File: config.mk
export PLATFORM = sky130hd
export DESIGN_NAME = api_rx_parser
export DESIGN_NICKNAME = d
export VERILOG_FILES = /design/src/rtl/api_rx_parser_pkg.sv /design/src/rtl/api_rx_stat.sv /design/src/rtl/api_rx_parser.sv
export SDC_FILE = /design/constraint.sdc
export NUM_CORES = 1
export LEC_CHECK = 0
export BUFFER_PORTS_ARGS = -buffer_cell sky130_fd_sc_hd__buf_2
export CAP_MARGIN = 0
export CORE_MARGIN = 10
export CORE_UTILIZATION = 55
export CTS_CLUSTER_SIZE = 14
export DETAILED_ROUTE_END_ITERATION = 10
export PLACE_DENSITY = 0.74
export SETUP_SLACK_MARGIN = 0.2
export SKIP_CTS_REPAIR_TIMING = 1
export SYNTH_ARGS = -nofsm -noshare
export SYNTH_HDL_FRONTEND = slang
export SYNTH_SLANG_ARGS = --single-unit
File: constraint.sdc
create_clock -name clk -period 4.6 [get_ports clk]
set_input_delay 0.92 -clock clk [delete_from_list [all_inputs] [get_ports clk]]
set_output_delay 0.92 -clock clk [all_outputs]
set_load 0.005 [all_outputs]
File: src/rtl/api_rx_parser_pkg.sv
// Shared constants and state type for the RX report-block parser.
// The optional per-miner statistics bank is enabled with API_RX_STAT_EN.
package api_rx_parser_pkg;

  localparam int unsigned API_RX_BLK_LEN       = 11;
  localparam logic [31:0] API_RX_MARKER        = 32'hbeafbeaf;
  localparam logic [7:0]  API_RX_TAG           = 8'h12;
  localparam int unsigned API_MINER_NUM        = 10;
  localparam int unsigned API_NONCE_FIFO_DEPTH = 512;
  localparam int unsigned STAT_W               = 16;

  typedef enum logic [2:0] {
    ST_IDLE,
    ST_READ,
    ST_CHECK,
    ST_WAIT_SPACE,
    ST_EMIT
  } rx_state_e;

endpackage

File: src/rtl/api_rx_stat.sv
// Per-miner saturating nonce counters with a registered select mux.
module api_rx_stat
  import api_rx_parser_pkg::*;
(
  input  logic              clk,
  input  logic              rst,
  input  logic              reg_rst,
  input  logic              inc,
  input  logic [3:0]        miner_id,
  input  logic [3:0]        sel,
  output logic [STAT_W-1:0] dout
);

  logic [STAT_W-1:0] cnt [API_MINER_NUM];
  logic [STAT_W-1:0] dout_c;

  // Selections beyond the miner count read back as zero
  always_comb begin
    dout_c = '0;
    for (int unsigned i = 0; i < API_MINER_NUM; i++) begin
      if (sel == 4'(i)) dout_c = cnt[i];
    end
  end

  always_ff @(posedge clk) begin
    if (rst || reg_rst) begin
      for (int unsigned i = 0; i < API_MINER_NUM; i++) cnt[i] <= '0;
      dout <= '0;
    end else begin
      for (int unsigned i = 0; i < API_MINER_NUM; i++) begin
        if (inc && (miner_id == 4'(i)) && (cnt[i] != '1)) cnt[i] <= cnt[i] + 1'b1;
      end
      dout <= dout_c;
    end
  end

endmodule

File: src/rtl/api_rx_parser.sv
// Pops 11-word nonce report blocks, validates marker/tag, forwards good blocks.
// Define API_RX_STAT_EN to build the per-miner statistics bank.
module api_rx_parser
  import api_rx_parser_pkg::*;
#(
  parameter int unsigned BLK_LEN          = API_RX_BLK_LEN,
  parameter int unsigned NONCE_FIFO_DEPTH = API_NONCE_FIFO_DEPTH,
  parameter logic [31:0] MARKER           = API_RX_MARKER,
  parameter logic [7:0]  TAG              = API_RX_TAG
) (
  input  logic        clk,
  input  logic        rst,
  input  logic        reg_rst,
  input  logic        rx_fifo_empty,
  output logic        rx_fifo_rd_en,
  input  logic [31:0] rx_fifo_dout,
  output logic        nonce_fifo_wr_en,
  output logic [31:0] nonce_fifo_din,
  input  logic [9:0]  nonce_fifo_data_count,
  output logic [31:0] reg_nonce_cnt,
  output logic [15:0] reg_drop_cnt,
  output logic [15:0] reg_sync_err,
  input  logic [3:0]  reg_stat_sel,
  output logic [15:0] reg_stat_dout,
  output logic        busy
);

  localparam int unsigned    IDX_W = $clog2(BLK_LEN + 1);
  localparam logic [IDX_W-1:0] BLK  = IDX_W'(BLK_LEN);
  localparam logic [IDX_W-1:0] LAST = IDX_W'(BLK_LEN - 1);

  rx_state_e        state, state_nxt;
  logic [31:0]      blk_buf [BLK_LEN];
  logic [IDX_W-1:0] issue_cnt, cap_cnt, emit_idx;
  logic [IDX_W-1:0] issued_c;
  logic             rd_d;
  logic             rd_en_nxt, wr_en_nxt;
  logic [31:0]      din_nxt;
  logic             soft_rst_c, tag_ok_c, mark_ok_c, space_ok_c, emit_done_c;

  assign soft_rst_c = rst || reg_rst;
  assign issued_c   = issue_cnt + IDX_W'(rx_fifo_rd_en);
  assign tag_ok_c   = blk_buf[BLK_LEN-1][15:8] == TAG;
  assign mark_ok_c  = blk_buf[BLK_LEN-2] == MARKER;
  assign space_ok_c = (32'(nonce_fifo_data_count) + 32'(BLK_LEN)) <= 32'(NONCE_FIFO_DEPTH);

  always_ff @(posedge clk) begin
    if (soft_rst_c) state <= ST_IDLE;
    else            state <= state_nxt;
  end

  // Next state plus next values of the registered FIFO strobes
  always_comb begin
    state_nxt   = state;
    rd_en_nxt   = 1'b0;
    wr_en_nxt   = 1'b0;
    din_nxt     = nonce_fifo_din;
    emit_done_c = 1'b0;
    case (state)
      ST_IDLE: begin
        if (!rx_fifo_empty) begin
          state_nxt = ST_READ;
          rd_en_nxt = 1'b1;
        end
      end
      ST_READ: begin
        rd_en_nxt = !rx_fifo_empty && (issued_c < BLK);
        if (rd_d && (cap_cnt == LAST)) state_nxt = ST_CHECK;
      end
      ST_CHECK: begin
        state_nxt = (tag_ok_c && mark_ok_c) ? ST_WAIT_SPACE : ST_IDLE;
      end
      ST_WAIT_SPACE: begin
        if (space_ok_c) begin
          state_nxt = ST_EMIT;
          wr_en_nxt = 1'b1;
          din_nxt   = blk_buf[0];
        end
      end
      ST_EMIT: begin
        if (emit_idx == BLK) begin
          state_nxt   = ST_IDLE;
          emit_done_c = 1'b1;
        end else begin
          wr_en_nxt = 1'b1;
          din_nxt   = blk_buf[emit_idx];
        end
      end
      default: state_nxt = ST_IDLE;
    endcase
  end

  always_ff @(posedge clk) begin
    if (soft_rst_c) begin
      rx_fifo_rd_en    <= 1'b0;
      rd_d             <= 1'b0;
      nonce_fifo_wr_en <= 1'b0;
      nonce_fifo_din   <= '0;
      busy             <= 1'b0;
      issue_cnt        <= '0;
      cap_cnt          <= '0;
      emit_idx         <= '0;
      reg_nonce_cnt    <= '0;
      reg_drop_cnt     <= '0;
      reg_sync_err     <= '0;
    end else begin
      rx_fifo_rd_en    <= rd_en_nxt;
      rd_d             <= rx_fifo_rd_en;
      nonce_fifo_wr_en <= wr_en_nxt;
      nonce_fifo_din   <= din_nxt;
      busy             <= state_nxt != ST_IDLE;
      if (state == ST_CHECK) begin
        issue_cnt <= '0;
        cap_cnt   <= '0;
      end else begin
        if (rx_fifo_rd_en) issue_cnt <= issue_cnt + 1'b1;
        if (rd_d)          cap_cnt   <= cap_cnt + 1'b1;
      end
      if (wr_en_nxt) emit_idx <= (state == ST_EMIT) ? emit_idx + 1'b1 : IDX_W'(1);
      if (state == ST_CHECK && !tag_ok_c && (reg_sync_err != '1))
        reg_sync_err <= reg_sync_err + 1'b1;
      if (state == ST_CHECK && tag_ok_c && !mark_ok_c && (reg_drop_cnt != '1))
        reg_drop_cnt <= reg_drop_cnt + 1'b1;
      if (emit_done_c && (reg_nonce_cnt != '1))
        reg_nonce_cnt <= reg_nonce_cnt + 1'b1;
    end
  end

  // Block buffer is pure datapath; a reset simply abandons its contents
  always_ff @(posedge clk) begin
    if (rd_d && (state == ST_READ)) blk_buf[cap_cnt] <= rx_fifo_dout;
  end

`ifdef API_RX_STAT_EN
  api_rx_stat u_stat (
    .clk      (clk),
    .rst      (rst),
    .reg_rst  (reg_rst),
    .inc      (emit_done_c),
    .miner_id (blk_buf[BLK_LEN-1][3:0]),
    .sel      (reg_stat_sel),
    .dout     (reg_stat_dout)
  );
`else
  logic unused_stat_sel;
  assign unused_stat_sel = ^reg_stat_sel;
  assign reg_stat_dout   = '0;
`endif

endmodule

After elaboration in Yosys (flattened, before gate mapping)
Memories as Yosys holds them, arrays and structs flattened. A register that Yosys moved wholly into a read port is not among the register bits.
Index checks and enable logic that the tools add are counted.

cells by class
  $lt $le $gt $ge = 2
  reduce and logical (&&, ||, !) cells = 19
  multiplexer cells = 21
  $add $sub $neg = 8
  equal/unequal tests = 13

operators with widths
  cell                                                                     count
  32-bit two-way mux                                                       2
  32-bit case mux with 2 select lines                                      1
  16-bit by 1-bit adder with 16-bit output, second input constant          2
  32-bit by 1-bit adder with 32-bit output, second input constant          1
  32-bit equality test, second input constant                              1
  16-bit inequality test, second input constant                            2
  32-bit inequality test, second input constant                            1
  3-bit case mux with 5 select lines                                       1
  4-bit by 1-bit adder with 4-bit output, second input constant            3
  3-bit two-way mux                                                        4
  4-bit two-way mux                                                        3
  10-bit by 4-bit adder with 11-bit output, second input constant          1
  11-bit by 10-bit <= comparator with 1-bit output, second input constant  1
  1-bit logical AND                                                        10
  4-bit equality test, second input constant                               2
  8-bit by 5-bit equality test with 1-bit output, second input constant    1
  1-bit two-way mux                                                        7
  3-bit by 2-bit equality test with 1-bit output, second input constant    2
  4-bit by 1-bit adder with 4-bit output                                   1
  4-bit less-than comparator, second input constant                        1
  2-bit inequality test, second input constant                             2
  1-bit case mux with 2 select lines                                       2
  3-bit by 1-bit equality test with 1-bit output, second input constant    1
  3-bit equality test, second input constant                               1
  8 further kinds                                                          10

word-level totals
  RAM bits = 352
  memories = 1
  register bits after elaboration = 115
  logic and storage cells = 76

memory list
  name     words  width  rd ports  clocked after memory_dff  write ports  RTL line             RTL
  blk_buf  11     32     4         1                         1            api_rx_parser.sv:33  logic [31:0] blk_buf [BLK_LEN];

Logic depth before layout (Yosys ltp)
Gate-level depths: netlist of run 1.

  depth after elaboration = 6
  depth in mapped cells = 8
  mapped depth without buffers = 6

Least setup slack after synthesis of run 1
OpenSTA, ideal clock, no wires.

  path kind = reg2reg
  from = reg state[1]
  to = mem blk_buf[4][0], enable pin
  library setup time = 0.392 ns
  data arrival time = 1.960 ns
  setup slack = 2.248 ns
  data required time = 4.208 ns
  path buffers = 1
  cell stages (with the launch flop) = 5
  cells stage by stage = dfxtp_1 or2_2 clkbuf_1 nor4_1 and2_1

on the way
  word-level cells in the longest chain between the ends = 4

ends and longest elaborated chain
  item                                            RTL line              RTL
  start, declared                                 api_rx_parser.sv:32   rx_state_e state, state_nxt;
  start signal, assigned                          api_rx_parser.sv:49   else state <= state_nxt;
  3-bit by 1-bit equality test with 1-bit output  api_rx_parser.sv:131  if (rd_d && (state == ST_READ)) blk_buf[cap_cnt] <= rx_fifo_dout;
  1-bit logical AND                               api_rx_parser.sv:131
  1-bit two-way mux                               api_rx_parser.sv:131
  1-bit two-way mux (implied by the code)         api_rx_parser.sv:131
  end, declared                                   api_rx_parser.sv:33

Every way passes these cells.

Worst setup path after layout of run 1
  from = reg state[1]
  to = mem blk_buf[1][13], enable pin

Same word-level chain as after synthesis.

==> key figures, run 1 <==
Drt
  – Initial DRT Pass Iterations: 5
  – # DRC: 0
  – Post-detailed-route wirelength per cell: 22.9 um
  – Routed via count: 11600
  – Initial DRC Count: 880
  – DR vias/cell: 6.14
  – Post-DRT Antenna Nets: 0
  – Routed wire length: 43600 um

Clock network
  – CTS tree: yes
  – CTS clk-pin slew, worst paths: 60 ps
  – Worst skew pair latency: 570 ps
  – Total CTS buffers: 47
  – CTS root buf: clkbuf_16
  – Max Root-Sink Buffers: 3
  – # clock sinks: 471
  – H-tree Lvls: 2

Logic synthesis
  – Asr flop ratio synth: 0%
  – Mapped Cells: 1263
  – EDFF count, synth: 352
  – Register area share after synthesis: 67.9%
  – Yosys Warn Count: 0
  – Syn Area/Cell: 15.1 um^2
  – Mapped cell area: 19100 um^2
  – Netlist cell types: 62
  – Prevailing post-synth register cell: edfxtp_1
  – Flops & latches, synth: 471

Floorplanning
  – Core area: 34400 um^2
  – Initial Utilization: 55.5%
  – Top Ports: 165
  – DIE AREA: 42500 um^2
  – Die X: 206 um
  – Num rows: 68
  – Die Y: 206 um

Worst setup path
  – Crit-path cells: or2_2, nor4_1, and2_2
  – Worst EP required: 4790 ps
  – Startpoint Class: register
  – FF-to-FF setup slack: 1900 ps
  – CP Capture Type: register
  – Reg2Reg Capture Point: blk_buf[1][13]$_DFFE_PP_
  – Slowest cell on crit path: and2_2
  – Crit Path Class: reg2reg
  – Crit path max fanout: 32
  – Crit-path leading delay family: simple AND/OR/NAND/NOR gates
  – Reg2reg path depth: 3
  – Worst r2r src: state[1]$_SDFF_PP0_
  – CP max stage delay: 1020 ps
  – Crit path buf inv count: 0
  – WP data arrival: 2890 ps

Cells and area
  – Fillcell total: 2470
  – Most frequent cells in the layout: 352 x edfxtp_1, 143 x buf_2, 116 x dfxtp_1
  – Synthesis-to-finish area growth: 14.3%
  – Non-filler cells, final: 1898
  – Fraction of layout cells with a size suffix above 1: 24.8%
  – Most common cell after layout, fill and taps aside: edfxtp_1
  – Number of nets in the layout: 1464

Placed design
  – Placed Cells: 1809
  – GP Congestion: 0.811
  – Port Buffers: 143
  – HPWL Detailed: 25200 um

Global routing
  – First-pass GRT wire length: 66300 um
  – Pin count of the biggest net entering global routing: 69
  – Vias in the first global route: 11500
  – GRT Overall Usage: 20.2%
  – Initial antenna violation count: 2
  – Gr ovfl total: 0

Pwr
  – Power Density: 393 nW/um^2
  – Leak pwr: 7.13 nW
  – Max VDD drop: 0.361 mV

Timing
  – Final setup violation count: 0
  – Slew margin rel.: 23.9%
  – Final clock skew: 14.8 ps
  – Period minus WS final: 2700 ps
  – Fmax: 370 MHz
  – Worst slew pin tran: 1140 ps
  – Pins Over Slew Limit: 0
  – Final hold vios: 0
  – Setup TNS Final: 0 ps
  – Setup repair after global routing missed its margin: false
  – Tcrit/Tclk final: 58.7%

Run status
  – Status: completed

Run
  – Max Cap Viol: 0

Min path
  – Hold path depth: 2
  – Hold endpoint: reg_drop_cnt[11]$_SDFFE_PP0P_
  – Hold_sp: reg_drop_cnt[11]$_SDFFE_PP0P_
  – Hold Crit Class: reg2reg
worst max-delay path by stage:
stage,start,to,slack (ps),cells past startpoint
2_1_floorplan,state[1]$_SDFF_PP0_,blk_buf[4][0]$_DFFE_PP_,2250,4
3_3_place_gp,nonce_fifo_data_count[2],register,1810,7
4_1_cts,state[1]$_SDFF_PP0_,blk_buf[0][14]$_DFFE_PP_,1900,3
3_5_place_dp,nonce_fifo_data_count[7],nonce_fifo_din[13]$_SDFFE_PP0P_,1760,7
5_1_grt,state[1]$_SDFF_PP0_,blk_buf[0][14]$_DFFE_PP_,1730,3
6_report,state[1]$_SDFF_PP0_,blk_buf[1][13]$_DFFE_PP_,1900,3
metrics by stage:
step	area (um^2)	hold slack (ps)	total power (W)	utilization, %	setup slack, ps
CTS	21800	482	0.00862	63.4	1900
global route	21800	494	0.00879	63.4	1730
global placement	20200	460	0.00474	58.8	1810
floorplan	19100	468	0.00469	-	2250
finish	21800	486	0.00857	63.4	1900
detailed placement	20200	474	0.00475	58.8	1760
worst reg2reg max path: stages, from the launching register on:
cell	delay, ps
dfxtp_1	380
or2_2	380
nor4_1	520
and2_2	1020
cell usage after synthesis (32+ instances only):
cell type | instances | share of area, %
dfxtp_1 | 119 | 12
mux2i_1 | 39 | 2.0
o21ai_0 | 52 | 1.4
mux4_2 | 64 | 7.6
clkbuf_1 | 51 | 1.0
or3_1 | 32 | 1.0
nand2_1 | 74 | 1.5
mux2_2 | 32 | 1.9
a21oi_1 | 77 | 2.0
o211ai_1 | 39 | 1.5
nor2_1 | 37 | 0.73
o221ai_1 | 32 | 1.5
edfxtp_1 | 352 | 55
per-layer routing:
layer | track usage [%] | up-vias | wire length (um)
li1 | - | 5277 | -
met1 | 26.5 | 5861 | 17500
met2 | 33.3 | 435 | 21700
met3 | 3.86 | 72 | 3310
met4 | 7.19 | 2 | 1070
met5 | 0 | - | 18
flip-flops by register name, indices dropped and copies added, names as in the netlist, 3 cells and up, named ones only:
register / count
emit_idx: 4
reg_drop_cnt: 16
blk_buf: 352
reg_nonce_cnt: 32
state: 3
issue_cnt: 4
cap_cnt: 4
reg_sync_err: 16
nonce_fifo_din: 32
layout make-up:
type / instances / area, um^2 / area share [%]
flip-flops and latches: 471 / 13000 / 59.4
multi-input cells: 709 / 5760 / 26.4
clock buffers: 68 / 1380 / 6.31
repair buffers: 160 / 868 / 3.98
well taps: 455 / 569 / 2.61
clock inverters: 20 / 219 / 1.00
inverters: 14 / 52.6 / 0.241
diodes: 1 / 2.50 / 0.0115
logic make-up (layout without fill, tap and decap cells):
logic type	after synthesis	after routing	share of synthesized area (%)
AO/OA/AOI/OAI	242	242	8.10
XOR/XNOR	24	24	1.10
adder cells (fa/ha/maj)	11	11	0.721
buffers and inverters	98	262	2.39
flip-flops	471	471	67.9
multiplexers	135	135	11.5
other	1	17	0.0196
AND/OR/NAND/NOR	281	281	8.31
where the power goes:
group	switching (W)	internal (W)	total (W)
combinational	0.0000748	0.0000234	0.0000982
sequential	0.00000301	0.00456	0.00456
clock	0.00160	0.00231	0.00391
total	0.00168	0.00689	0.00857
No activity file was read; power rests on OpenSTA's default activity.
==> run 2, diff against run 1 <==
==> constraint.sdc (replaced) <==
create_clock -name clk -period 2.53 [get_ports clk]
set_input_delay 0.506 -clock clk [delete_from_list [all_inputs] [get_ports clk]]
set_output_delay 0.506 -clock clk [all_outputs]
set_load 0.005 [all_outputs]
==> run 2 against run 1 <==
Final area is 2.9% higher. Sequential share of layout area decreased by 1.7 points. Sequential power increased by 82%. Routed wire length grew 2.4%. Power grew 87%. Critical path type unchanged. Largest cell class unchanged. Largest power group unchanged.
==> key figures, run 2 (synthesized netlist as in run 1, its figures left out) <==
Global routing
  – Vias in the first global route: 11800
  – Gr ovfl total: 0
  – Initial antenna violation count: 2
  – Pin count of the biggest net entering global routing: 53
  – GRT Overall Usage: 20.8%
  – First-pass GRT wire length: 68500 um

Cells and area
  – Most frequent cells in the layout: 352 x edfxtp_1, 143 x buf_2, 114 x dfxtp_1
  – Top Registers: blk_buf: 352 flops, nonce_fifo_din: 32 flops, reg_nonce_cnt: 32 flops
  – Synthesis-to-finish area growth: 17.6%
  – Most common cell after layout, fill and taps aside: edfxtp_1
  – Max reg flops: 352
  – Non-filler cells, final: 1937
  – Largest register by flop count: blk_buf
  – Number of nets in the layout: 1503
  – Fraction of layout cells with a size suffix above 1: 27.3%

Placed design
  – Port Buffers: 143
  – GP Congestion: 0.833
  – Placed Cells: 1843
  – HPWL Detailed: 27000 um

Worst setup path
  – Reg2reg path depth: 5
  – CP max stage delay: 490 ps
  – Slowest cell on crit path: nor4_1
  – Crit path max fanout: 17
  – Worst r2r src: state[1]$_SDFF_PP0_
  – FF-to-FF setup slack: 340 ps
  – Startpoint Class: register
  – Reg2Reg Capture Point: blk_buf[6][14]$_DFFE_PP_
  – Crit-path cells: buf_4, or2_2, nor4_1, and2_2, buf_4
  – Worst EP required: 2770 ps
  – Crit Path Class: reg2reg
  – Most used cell, CP: buf_4
  – WP data arrival: 2430 ps
  – CP Capture Type: register

Pwr
  – Max VDD drop: 0.687 mV
  – Power Density: 714 nW/um^2
  – Leak pwr: 7.44 nW

Timing
  – Pins Over Slew Limit: 0
  – Tcrit/Tclk final: 86.6%
  – Smallest hold slack: 115 ps
  – Final setup violation count: 0
  – Setup repair after global routing missed its margin: false
  – Slew margin rel.: 55.9%
  – Final clock skew: 14.8 ps
  – Worst slew pin tran: 655 ps
  – Fmax: 456 MHz
  – Final hold vios: 0
  – Setup TNS Final: 0 ps
  – Period minus WS final: 2190 ps

Clock network
  – Worst skew pair latency: 580 ps
  – CTS clk-pin slew, worst paths: 60 ps
  – CTS tree: yes
  – CTS root buf: clkbuf_16
  – H-tree Lvls: 2
  – # clock sinks: 471
  – Total CTS buffers: 48
  – Max Root-Sink Buffers: 3

Drt
  – DR vias/cell: 6.09
  – Initial DRC Count: 1009
  – Routed wire length: 44600 um
  – Initial DRT Pass Iterations: 5
  – Post-DRT Antenna Nets: 0
  – Post-detailed-route wirelength per cell: 23.0 um
  – Routed via count: 11800
  – # DRC: 0

Floorplanning
  – DIE AREA: 42500 um^2
  – Initial Utilization: 55.5%
  – Top Ports: 165
  – Core area: 34400 um^2
  – Die Y: 206 um
  – Die X: 206 um
  – Num rows: 68

Min path
  – Hold Crit Class: in2reg
  – Hold endpoint: rx_fifo_rd_en$_SDFF_PP0_
  – Hold path depth: 2
  – Hold_sp: rx_fifo_empty

Run
  – Max Cap Viol: 0

Run status
  – Status: completed
run 2: changes by cell type in the layout (fill, tap and decap cells not counted), sizes merged:
cell | before | now
clkinv | 14 | 20
clkbuf | 68 | 57
bufinv | 4 | 9
buf | 160 | 198
inv | 15 | 16
run 2: metal layers:
layer	share of wire (%)	global-route usage, %	vias up
met5	0.034	0	-
met4	2.3	6.07	2
met3	7.2	3.76	82
met2	49	34.1	411
met1	41	28.0	5934
li1	-	-	5369
run 2: through the flow:
step | setup slack (ps) | util [%] | power, W | cell area, um^2
after global placement | 213 | 60.1 | 0.00863 | 20700
after detailed placement | 155 | 60.1 | 0.00864 | 20700
after floorplan | 285 | - | 0.00853 | 19200
after global routing | 233 | 65.3 | 0.0165 | 22400
after CTS | 117 | 65.0 | 0.0161 | 22400
final | 339 | 65.3 | 0.0160 | 22400
run 2: worst max-delay path: cells and delay by family (launching register included):
family                 cells  cell delay (ps)
AND/OR/NAND/NOR            3             1100
buffers and inverters      2              460
flip-flops                 1              300
run 2: worst max-delay path by stage:
stage | start | to | cells after the start
floorplan | cap_cnt[0]$_SDFFE_PP0P_ | blk_buf[10][0]$_DFFE_PP_ | 6
global placement | blk_buf[10][8]$_DFFE_PP_ | reg_drop_cnt[9]$_SDFFE_PP0P_ | 5
detailed placement | blk_buf[10][8]$_DFFE_PP_ | reg_drop_cnt[14]$_SDFFE_PP0P_ | 5
CTS | blk_buf[10][8]$_DFFE_PP_ | reg_drop_cnt[10]$_SDFFE_PP0P_ | 5
global route | emit_idx[0]$_SDFFE_PP0N_ | reg_nonce_cnt[31]$_SDFFE_PP0P_ | 8
finish | state[1]$_SDFF_PP0_ | blk_buf[6][14]$_DFFE_PP_ | 5
run 2: cell type report:
cell class | instances | area (um^2)
flip-flops and latches | 471 | 13000
fillers | 2444 | 11900
multi-input cells | 709 | 5800
repair buffers | 198 | 1350
clock buffers | 57 | 1300
well taps | 455 | 569
clock inverters | 32 | 402
inverters | 14 | 52.6
diodes | 1 | 2.50
run 2: where the power goes:
group	total (W)	internal (W)	switching, W
sequential	0.00829	0.00829	0.00000419
clock	0.00753	0.00459	0.00294
combinational	0.000187	0.0000469	0.000140
total	0.0160	0.0129	0.00308
==> run 3, diff against run 2 <==
--- a/config.mk
+++ b/config.mk
@@ -7,11 +7,14 @@
 export LEC_CHECK = 0
 export BUFFER_PORTS_ARGS = -buffer_cell sky130_fd_sc_hd__buf_2
 export CAP_MARGIN = 0
+export CELL_PAD_IN_SITES_DETAIL_PLACEMENT = 1
+export CELL_PAD_IN_SITES_GLOBAL_PLACEMENT = 2
 export CORE_MARGIN = 10
-export CORE_UTILIZATION = 55
+export CORE_UTILIZATION = 43
 export CTS_CLUSTER_SIZE = 14
 export DETAILED_ROUTE_END_ITERATION = 10
-export PLACE_DENSITY = 0.74
+export PLACE_DENSITY_LB_ADDON = 0.1
+export REMOVE_ABC_BUFFERS = 1
 export SETUP_SLACK_MARGIN = 0.2
 export SKIP_CTS_REPAIR_TIMING = 1
 export SYNTH_ARGS = -nofsm -noshare
==> run 3 against run 2 <==
Critical path depth increased by 1. Utilization decreased by 14 points. Combinational power increased by 4%. Register-to-register slack about the same. Sequential share of layout area decreased by 0.62 points. Hold slack improved by 16 ps. Power increased by 0.49%. Non-clock buffer count decreased by 3. Worst setup slack got worse by 4.2 ps. First-iteration DRC count decreased by 28%. Die area increased by 25%. Maximum frequency decreased by 0.19%. Critical endpoint is now reg_drop_cnt[11]$_SDFFE_PP0P_. Largest cell class unchanged. Largest power group unchanged. Highest routed layer unchanged.
==> key figures, run 3 (synthesized netlist as in run 1, its figures left out) <==
Run status
  – Status: completed

Cells and area
  – Fillcell total: 4339
  – ANT cells: 0
  – Top Registers: blk_buf: 352 flops, nonce_fifo_din: 32 flops, reg_nonce_cnt: 32 flops
  – Max reg flops: 352
  – Most frequent cells in the layout: 352 x edfxtp_1, 143 x buf_2, 114 x dfxtp_1
  – Fraction of layout cells with a size suffix above 1: 27.0%
  – Most common cell after layout, fill and taps aside: edfxtp_1
  – Number of nets in the layout: 1503
  – Non-filler cells, final: 2077
  – Synthesis-to-finish area growth: 18.8%
  – Largest register by flop count: blk_buf

Floorplanning
  – Die Y: 231 um
  – Initial Utilization: 43.3%
  – Top Ports: 165
  – DIE AREA: 53200 um^2
  – Core area: 44000 um^2
  – Num rows: 77
  – Die X: 231 um

Worst setup path
  – WP data arrival: 2660 ps
  – Startpoint Class: register
  – Crit path buf inv count: 1
  – Slowest cell on crit path: or4bb_1
  – Crit Path Class: reg2reg
  – Crit-path cells: or4bb_1, nor2_1, buf_4, a31o_2, nor4_1, mux2i_1
  – Crit-path leading delay family: simple AND/OR/NAND/NOR gates
  – CP Capture Type: register
  – Worst EP required: 2990 ps
  – CP max stage delay: 630 ps
  – Crit path max fanout: 22

Clock network
  – CTS root buf: clkbuf_16
  – H-tree Lvls: 2
  – # clock sinks: 471
  – CTS clk-pin slew, worst paths: 60 ps
  – Worst skew pair latency: 600 ps
  – Total CTS buffers: 51
  – Max Root-Sink Buffers: 3
  – CTS tree: yes

Timing
  – Tcrit/Tclk final: 86.8%
  – Smallest hold slack: 131 ps
  – Period minus WS final: 2200 ps
  – Setup repair after global routing missed its margin: false
  – Setup TNS Final: 0 ps
  – Final setup violation count: 0
  – Fmax: 456 MHz
  – Pins Over Slew Limit: 0
  – Final clock skew: 16.4 ps
  – Slew margin rel.: 48.4%
  – Final hold vios: 0
  – Worst slew pin tran: 774 ps

Global routing
  – First-pass GRT wire length: 76100 um
  – GRT Overall Usage: 18.4%
  – Pin count of the biggest net entering global routing: 56
  – Vias in the first global route: 12600
  – Initial antenna violation count: 2
  – Gr ovfl total: 0

Drt
  – Initial DRT Pass Iterations: 5
  – DR vias/cell: 5.67
  – # DRC: 0
  – Initial DRC Count: 723
  – Post-detailed-route wirelength per cell: 23.8 um
  – Routed via count: 11800
  – Routed wire length: 49300 um
  – Post-DRT Antenna Nets: 0

Placed design
  – Placed Cells: 1979
  – HPWL Detailed: 29900 um
  – Port Buffers: 143
  – GP Congestion: 0.730

Pwr
  – Leak pwr: 7.45 nW
  – Power Density: 710 nW/um^2
  – Max VDD drop: 0.636 mV
  – Pwr Total: 0.0161 W

Run
  – Max Cap Viol: 0

Min path
  – Hold Crit Class: in2reg
run 3: stage by stage:
stage	utilization, %	instance area, um^2	worst slack [ps]
4_1_cts	51.4	22600	173
5_1_grt	51.5	22700	203
3_3_place_gp	47.5	20900	215
3_5_place_dp	47.5	20900	190
2_1_floorplan	-	18700	-2550
6_report	51.5	22700	335
run 3: final timing paths:
kind / from / to / slack, ps / cells after the start
worst max-delay path: blk_buf[9][20]$_DFFE_PP_ / reg_drop_cnt[11]$_SDFFE_PP0P_ / 330 / 6
worst min-delay path: rx_fifo_empty / rx_fifo_rd_en$_SDFF_PP0_ / 130 / 2
worst max register to register: blk_buf[9][20]$_DFFE_PP_ / reg_drop_cnt[11]$_SDFFE_PP0P_ / 330 / 6
worst min register to register: reg_drop_cnt[11]$_SDFFE_PP0P_ / reg_drop_cnt[11]$_SDFFE_PP0P_ / 490 / 2
run 3: final cells by class:
| type | instances | area [um^2] | area share (%) |
|---|---|---|---|
| clock buffers | 66 | 1410 | 6.20 |
| clock inverters | 30 | 313 | 1.38 |
| inverters | 14 | 52.6 | 0.232 |
| multi-input cells | 709 | 5780 | 25.5 |
| flip-flops and latches | 471 | 13000 | 57.2 |
| well taps | 592 | 741 | 3.27 |
| repair buffers | 195 | 1420 | 6.26 |
run 3: power breakdown:
part / internal, W / switching (W) / total (W)
registers: 0.00829 / 0.00000410 / 0.00829
clock network: 0.00454 / 0.00307 / 0.00760
logic: 0.0000469 / 0.000147 / 0.000194
total: 0.0129 / 0.00322 / 0.0161
run 3: routing by layer:
layer / part of all wire (%) / global-route usage (%)
met5: 0.055 / 0
met4: 1.7 / 4.85
met3: 3.9 / 3.04
met1: 45 / 24.3
met2: 49 / 31.0
run 3: worst register-to-register path: stages (launching register included):
cell and delay (ps):
edfxtp_1 390, or4bb_1 630, nor2_1 160, buf_4 160, a31o_2 440, nor4_1 150, mux2i_1 140
